==> src/rtl/hz_stopwatch.sv <==
`default_nettype none
// +--------------------------------------------------------------------------+
// | Module      : hz_stopwatch                                               |
// | Description : BCD MM:SS stopwatch advanced by rising edges of a ~1 Hz    |
// |               level, with start/stop/clear control.                      |
// | Revision    : 1.0  initial release                                       |
// +--------------------------------------------------------------------------+
module hz_stopwatch #(
    parameter int MAX_MIN = 59,
    parameter int WRAP    = 1
) (
    input  logic       i_clk,
    input  logic       i_rst,
    input  logic       i_hz_clk,
    input  logic       i_start,
    input  logic       i_stop,
    input  logic       i_clear,
    output logic [3:0] o_sec_ones,
    output logic [3:0] o_sec_tens,
    output logic [3:0] o_min_ones,
    output logic [3:0] o_min_tens,
    output logic       o_tick,
    output logic       o_running,
    output logic       o_rollover
);

    localparam logic [1:0] c_STOPPED = 2'b00;
    localparam logic [1:0] c_RUNNING = 2'b01;
    localparam logic [1:0] c_PAUSED  = 2'b10;

    localparam logic [3:0] c_MAX_MIN_TENS = 4'(MAX_MIN / 10);
    localparam logic [3:0] c_MAX_MIN_ONES = 4'(MAX_MIN % 10);

    logic [1:0] r_state;
    logic [1:0] w_state_next;
    logic       r_hz_prev;
    logic       r_tick;
    logic       r_rollover;
    logic [3:0] r_sec_ones, r_sec_tens, r_min_ones, r_min_tens;
    logic [3:0] w_sec_ones, w_sec_tens, w_min_ones, w_min_tens;
    logic       w_rise;
    logic       w_count;
    logic       w_at_max;

    assign w_rise   = i_hz_clk & ~r_hz_prev;
    // Counting uses the pre-edge state, so a stop arriving with a rise still counts.
    assign w_count  = w_rise & (r_state == c_RUNNING) & ~i_clear;
    assign w_at_max = (r_sec_ones == 4'd9) && (r_sec_tens == 4'd5) &&
                      (r_min_ones == c_MAX_MIN_ONES) && (r_min_tens == c_MAX_MIN_TENS);

    always_comb begin
        w_state_next = r_state;
        if (i_clear) begin
            w_state_next = c_STOPPED;
        end else if (i_start && i_stop) begin
            w_state_next = r_state;
        end else if (i_start && (r_state != c_RUNNING)) begin
            w_state_next = c_RUNNING;
        end else if (i_stop && (r_state == c_RUNNING)) begin
            w_state_next = c_PAUSED;
        end
    end

    always_comb begin
        w_sec_ones = r_sec_ones;
        w_sec_tens = r_sec_tens;
        w_min_ones = r_min_ones;
        w_min_tens = r_min_tens;
        if (w_at_max) begin
            if (WRAP != 0) begin
                w_sec_ones = 4'd0;
                w_sec_tens = 4'd0;
                w_min_ones = 4'd0;
                w_min_tens = 4'd0;
            end
        end else if (r_sec_ones != 4'd9) begin
            w_sec_ones = r_sec_ones + 4'd1;
        end else begin
            w_sec_ones = 4'd0;
            if (r_sec_tens != 4'd5) begin
                w_sec_tens = r_sec_tens + 4'd1;
            end else begin
                w_sec_tens = 4'd0;
                if (r_min_ones != 4'd9) begin
                    w_min_ones = r_min_ones + 4'd1;
                end else begin
                    w_min_ones = 4'd0;
                    w_min_tens = (r_min_tens == 4'd9) ? 4'd0 : r_min_tens + 4'd1;
                end
            end
        end
    end

    always_ff @(posedge i_clk) begin
        r_hz_prev <= i_hz_clk;
        if (i_rst) begin
            r_state    <= c_STOPPED;
            r_tick     <= 1'b0;
            r_rollover <= 1'b0;
            r_sec_ones <= 4'd0;
            r_sec_tens <= 4'd0;
            r_min_ones <= 4'd0;
            r_min_tens <= 4'd0;
        end else begin
            r_state    <= w_state_next;
            r_tick     <= w_rise;
            r_rollover <= w_count & w_at_max;
            if (i_clear) begin
                r_sec_ones <= 4'd0;
                r_sec_tens <= 4'd0;
                r_min_ones <= 4'd0;
                r_min_tens <= 4'd0;
            end else if (w_count) begin
                r_sec_ones <= w_sec_ones;
                r_sec_tens <= w_sec_tens;
                r_min_ones <= w_min_ones;
                r_min_tens <= w_min_tens;
            end
        end
    end

    assign o_sec_ones = r_sec_ones;
    assign o_sec_tens = r_sec_tens;
    assign o_min_ones = r_min_ones;
    assign o_min_tens = r_min_tens;
    assign o_tick     = r_tick;
    assign o_running  = (r_state == c_RUNNING);
    assign o_rollover = r_rollover;

endmodule
`default_nettype wire
==> config.mk <==
export PLATFORM = sky130hd
export DESIGN_NAME = hz_stopwatch
export DESIGN_NICKNAME = d
export VERILOG_FILES = /design/src/rtl/hz_stopwatch.sv
export SDC_FILE = /design/constraint.sdc
export NUM_CORES = 1
export LEC_CHECK = 0
export CAP_MARGIN = 20
export CORE_MARGIN = 8
export CORE_UTILIZATION = 42
export CTS_BUF_LIST = sky130_fd_sc_hd__clkbuf_8
export DETAILED_ROUTE_END_ITERATION = 8
export GPL_ROUTABILITY_DRIVEN = 0
export PLACE_DENSITY = 0.81
export SKIP_LAST_GASP = 1
export SYNTH_ARGS = -nofsm -noshare
export SYNTH_HDL_FRONTEND = slang
export SYNTH_SLANG_ARGS = --single-unit
export TNS_END_PERCENT = 1
==> constraint.sdc <==
create_clock -name i_clk -period 2.05 [get_ports i_clk]
set_input_delay 0.615 -clock i_clk [delete_from_list [all_inputs] [get_ports i_clk]]
set_output_delay 0.615 -clock i_clk [all_outputs]
set_load 0.005 [all_outputs]
# --- Word-level counts from Yosys, hierarchy flattened ---
# Cells that the tools add are included.
classes:
  reduce_logical: 12
  n_eq_ne: 13
  addsub: 4
  bitwise: 7
  n_mux: 16
op_table:
  columns: ["op", "n"]
  rows:
  - ["4-bit two-way mux", 14]
  - ["4-bit by 1-bit adder with 4-bit output, second input constant", 4]
  - ["4-bit == test, second input constant", 3]
  - ["4-bit by 3-bit == test with 1-bit output, second input constant", 2]
  - ["4-bit != test, second input constant", 2]
  - ["1-bit logical AND", 6]
  - ["2-bit != test, second input constant", 3]
  - ["1-bit AND", 4]
  - ["2-bit two-way mux", 2]
  - ["4-bit by 3-bit != test with 1-bit output, second input constant", 1]
  - ["2-bit AND reduction", 2]
  - ["4-bit AND reduction", 1]
  - ["1-bit NOT", 3]
  - ["3-bit AND reduction", 1]
  - ["2-bit by 1-bit == test with 1-bit output, second input constant", 1]
  - ["2-bit by 1-bit != test with 1-bit output, second input constant", 1]
  - ["2-bit nonzero test", 1]
  - ["2-bit OR reduction", 1]
totals:
  in_bits: 6
  reg_bits: 21
  out_inout_bits: 19
  wordCells: 60

# --- Longest topological paths before layout ---
depth:
  ltp_word: 6
  ltp_mapped: 8
  depth_no_buf: 6

# --- Least setup slack after synthesis ---
# OpenSTA, ideal clock, no wires.
synth_timing:
  path_type: "input port to flip-flop"
  start: "in i_hz_clk"
  end: "reg r_min_ones[3] (netlist: o_min_ones[3])"
  n_path_buf: 2
  required_time_ns: 1.980
  setup_ns: 0.070
  path_slack_ns: 0.043
  arrival_ns: 1.937
  cell_stages: 6
  cell_sequence: "nand4bb_1 buf_2 or4b_1 buf_2 or3_1 a21oi_1"
synth_via:
  elab_chain_cells: 4
synth_rtl:
  columns: ["element", "line", "rtl"]
  rows:
  - ["start: declaration", "14", "input logic i_hz_clk,"]
  - ["1-bit AND", "45", "assign w_rise = i_hz_clk & ~r_hz_prev;"]
  - ["1-bit AND (2 in a row)", "47", "assign w_count = w_rise & (r_state == c_RUNNING) & ~i_clear;"]
  - ["3-bit AND reduction (no line)", null, null]
  - ["end signal: assignment", "116", "r_min_ones <= w_min_ones;"]
  - ["end: declaration", "39", "logic [3:0] r_sec_ones, r_sec_tens, r_min_ones, r_min_tens;"]
# Every way passes these cells.
# A chain may end at the register's enable or synchronous reset.

# --- Worst setup path after layout ---
layout_timing:
  start: "in i_clear"
  end: "reg r_min_tens[2] (netlist: o_min_tens[2])"
layout_via:
  elab_chain_cells: 3
  word_cells_on_any_way: 4
  cone_classes: "bitwise: 2; reduce/logical: 2"
layout_rtl:
  columns: ["element", "line", "rtl"]
  rows:
  - ["start: declaration", "17", "input logic i_clear,"]
  - ["1-bit NOT", "47", null]
  - ["1-bit AND", "47", null]
  - ["4-bit AND reduction (no line)", null, null]
  - ["end signal: assignment", "117", "r_min_tens <= w_min_tens;"]
  - ["end: declaration", "39", null]
# Several ways; a longest one is shown, not always the timed one.

==> reports/qor.txt <==
PortBufs: 24
root buffer cell: clkbuf_8
Register Area: 420 um^2
CP Max Fanout: 3
initial antenna violation count: 0
Worst R2R Setup Slack: 220 ps
Final ANT Viol Nets: 0
CTS H-tree depth: 1
Syn Std Cell Area: 0.00106 mm^2
Post-Route WL: 2.37 mm
crit path DAT: 2150 ps
TritonCTS clock tree: built
area growth from synthesis to layout: 37.8%
Hold Path Origin: r_hz_prev
# fillers: 220
Final Cell Area: 0.00147 mm^2
Period minus WS final: 1970 ps
hold_ws: 422 ps
# diodes: 0
worst hold path type: reg2reg
critical path required time: 2240 ps
Max stage delay on crit path: 450 ps
CP cell instances: clkdlybuf4s50_1, nor4bb_1, nand4b_1, or3_1, a21oi_1
Nets: 172
DRT iter0 DRCs: 67
routed len/inst: 12.7 um
LEAKAGE: 0.577 nW
DRT Pass-1 Iters: 4
layout cells sized above 1: 0.108
top cells by area, synth: dfxtp_1 40%, ha_1 9.4%, a21oi_1 6.1%
relative slew slack: 0.742
slowest CP cell: clkdlybuf4s50_1
CTS Sinks: 21
placed inst area: 0.00141 mm^2
Setup WS post-layout: 84.6 ps
Pwr Density: 480 mW/mm^2
Yosys top cell by area: dfxtp_1
VDD IR max: 0.623 mV
DIE AREA: 0.00440 mm^2
clock latency on the worst-skew pair: 250 ps
die width: 66.3 um
Hold Fails Final Rpt: 0
Hold Path Sink: o_tick
Synth top area share: 0.395
outcome: finished, final reports clean
IO Pins: 25
clock slew at reported path FFs: 70 ps
max cap viols: 0
clock skew: 2.89 ps
DR vias/cell: 5.20
Core Util, Final: 0.602
Die H: 66.3 um
vias in the first global route: 968
syn_area_per_cell: 8.65 um^2
unrepaired setup endpoints after global routing: true
leading cell type in the layout, fill and taps excluded: clkdlybuf4s50_1
largest net degree at the start of global routing: 12
Core Box Area: 0.00243 mm^2
Critical R2R Capture: o_min_ones[0]
async set-or-reset flop fraction in the synthesized netlist: 0
hold buffer count at cts: 0
Post-synth EDFFs: 0
HPWL after DPL: 1.90 mm
area occupied by multi-input gates: 594 um^2
Slew Viols, Final: 0
clock buffer depth: 2
fin crit share: 0.959
routed vias: 972
DRC: 0
hold depth: 1
total global-route track usage: 0.117
worst reg2reg startpoint: o_sec_ones[0]
Mapped Nets: 137
Setup crit end kind: register
Rows: 18
pin slew with the least headroom to its limit: 382 ps
Post-Synthesis Cells: 123
#FFs+latches synth: 21
worst reg2reg path depth: 7
Seq/Total Area, Yosys: 0.395
Primary FF master, synth: dfxtp_1
overall power: 0.704 mW
post-synth cell types: 33
first-pass GRT wire length: 4.10 mm
critical path startpoint category: input pin
Place WS: -427 ps
cts bufs inserted: 3
Final Setup Violations: 0
most frequent cells in the layout: 23 x clkdlybuf4s50_1, 21 x dfxtp_1, 15 x nor2_1, 13 x a21oi_1, 10 x buf_4
starting density of the core: 0.437
gr ovfl total: 0
Crit Path Category: in2reg
FMAX: 0.509 GHz
Yosys warning total: 0
[flip-flops by register name, summed over array words and instances, names as in the netlist]
| signal | flops |
|---|---|
| o_min_ones | 4 |
| o_min_tens | 4 |
| o_sec_ones | 4 |
| o_sec_tens | 4 |
| r_state | 2 |
| o_rollover | 1 |
| o_tick | 1 |
| r_hz_prev | 1 |
[cell type report]
type	instances	area share
Clock inverter	1	0.00256
Sequential cell	21	0.287
Clock buffer	3	0.0282
Multi-Input combinational cell	89	0.406
Timing Repair Buffer	35	0.231
Inverter	8	0.0205
Tap cell	30	0.0256
[metal layers]
layer | GRT usage | wire, um | up-vias
met5 | 0 | 0 | -
met4 | 0.0240 | 33 | 0
met3 | 0.0542 | 177 | 4
met2 | 0.206 | 1150 | 27
met1 | 0.123 | 1010 | 440
li1 | - | - | 501
[through the flow]
stage	TNS [ps]	cells
global route	-5.25	187
global placement	-1530	182
finish	0	187
detailed placement	-2060	182
CTS	-22.8	187
floorplan	0	123
[Yosys cell counts, drive strengths merged, types with 2 or more instances]
master,number
inv,8
mux2i,6
nand2,6
o21ai,4
nand2b,2
dfxtp,21
clkbuf,3
nand3,5
and3b,3
or3,3
a21oi,13
nor3,6
nor2,15
xor2,2
buf,2
ha,8
[power by group]
part	leakage, nW	switching, mW	total [mW]	internal (mW)
clock	0.0269	0.123	0.256	0.133
sequential	0.170	0.00165	0.412	0.410
combinational	0.381	0.0145	0.0359	0.0214
[worst max path at each step]
stage | cells after the start | endpoint | startpoint
2_1_floorplan | 6 | o_min_ones[3] | i_hz_clk
3_3_place_gp | 5 | o_min_ones[3] | i_hz_clk
3_5_place_dp | 5 | o_min_ones[3] | i_hz_clk
4_1_cts | 7 | o_min_ones[0] | i_hz_clk
5_1_grt | 6 | o_min_tens[2] | i_clear
6_report | 5 | o_min_tens[2] | i_clear
[what timing repair did]
item | in CTS | in global routing
pin swaps | 3 | 1
buffers inserted | 1 | 0
resized for setup | 1 | 1
setup endpoints to repair | 4 | 5
[logic make-up after synthesis]
logic type               Yosys count  synth area share
AO/OA/AOI/OAI                     23             0.129
buffers and inverters             13            0.0494
flip-flops                        21             0.395
adder cells (fa/ha/maj)            8            0.0941
XOR/XNOR                           2            0.0165
multiplexers                       6            0.0565
AND/OR/NAND/NOR                   50             0.259
[critical path, delay by kind of cell]
family	cells	cell delay, ps
and+or+nand+nor	3	950
AOI/OAI and AO/OA	1	140
buffers and inverters	1	450
(Power assumes the default switching activity.)
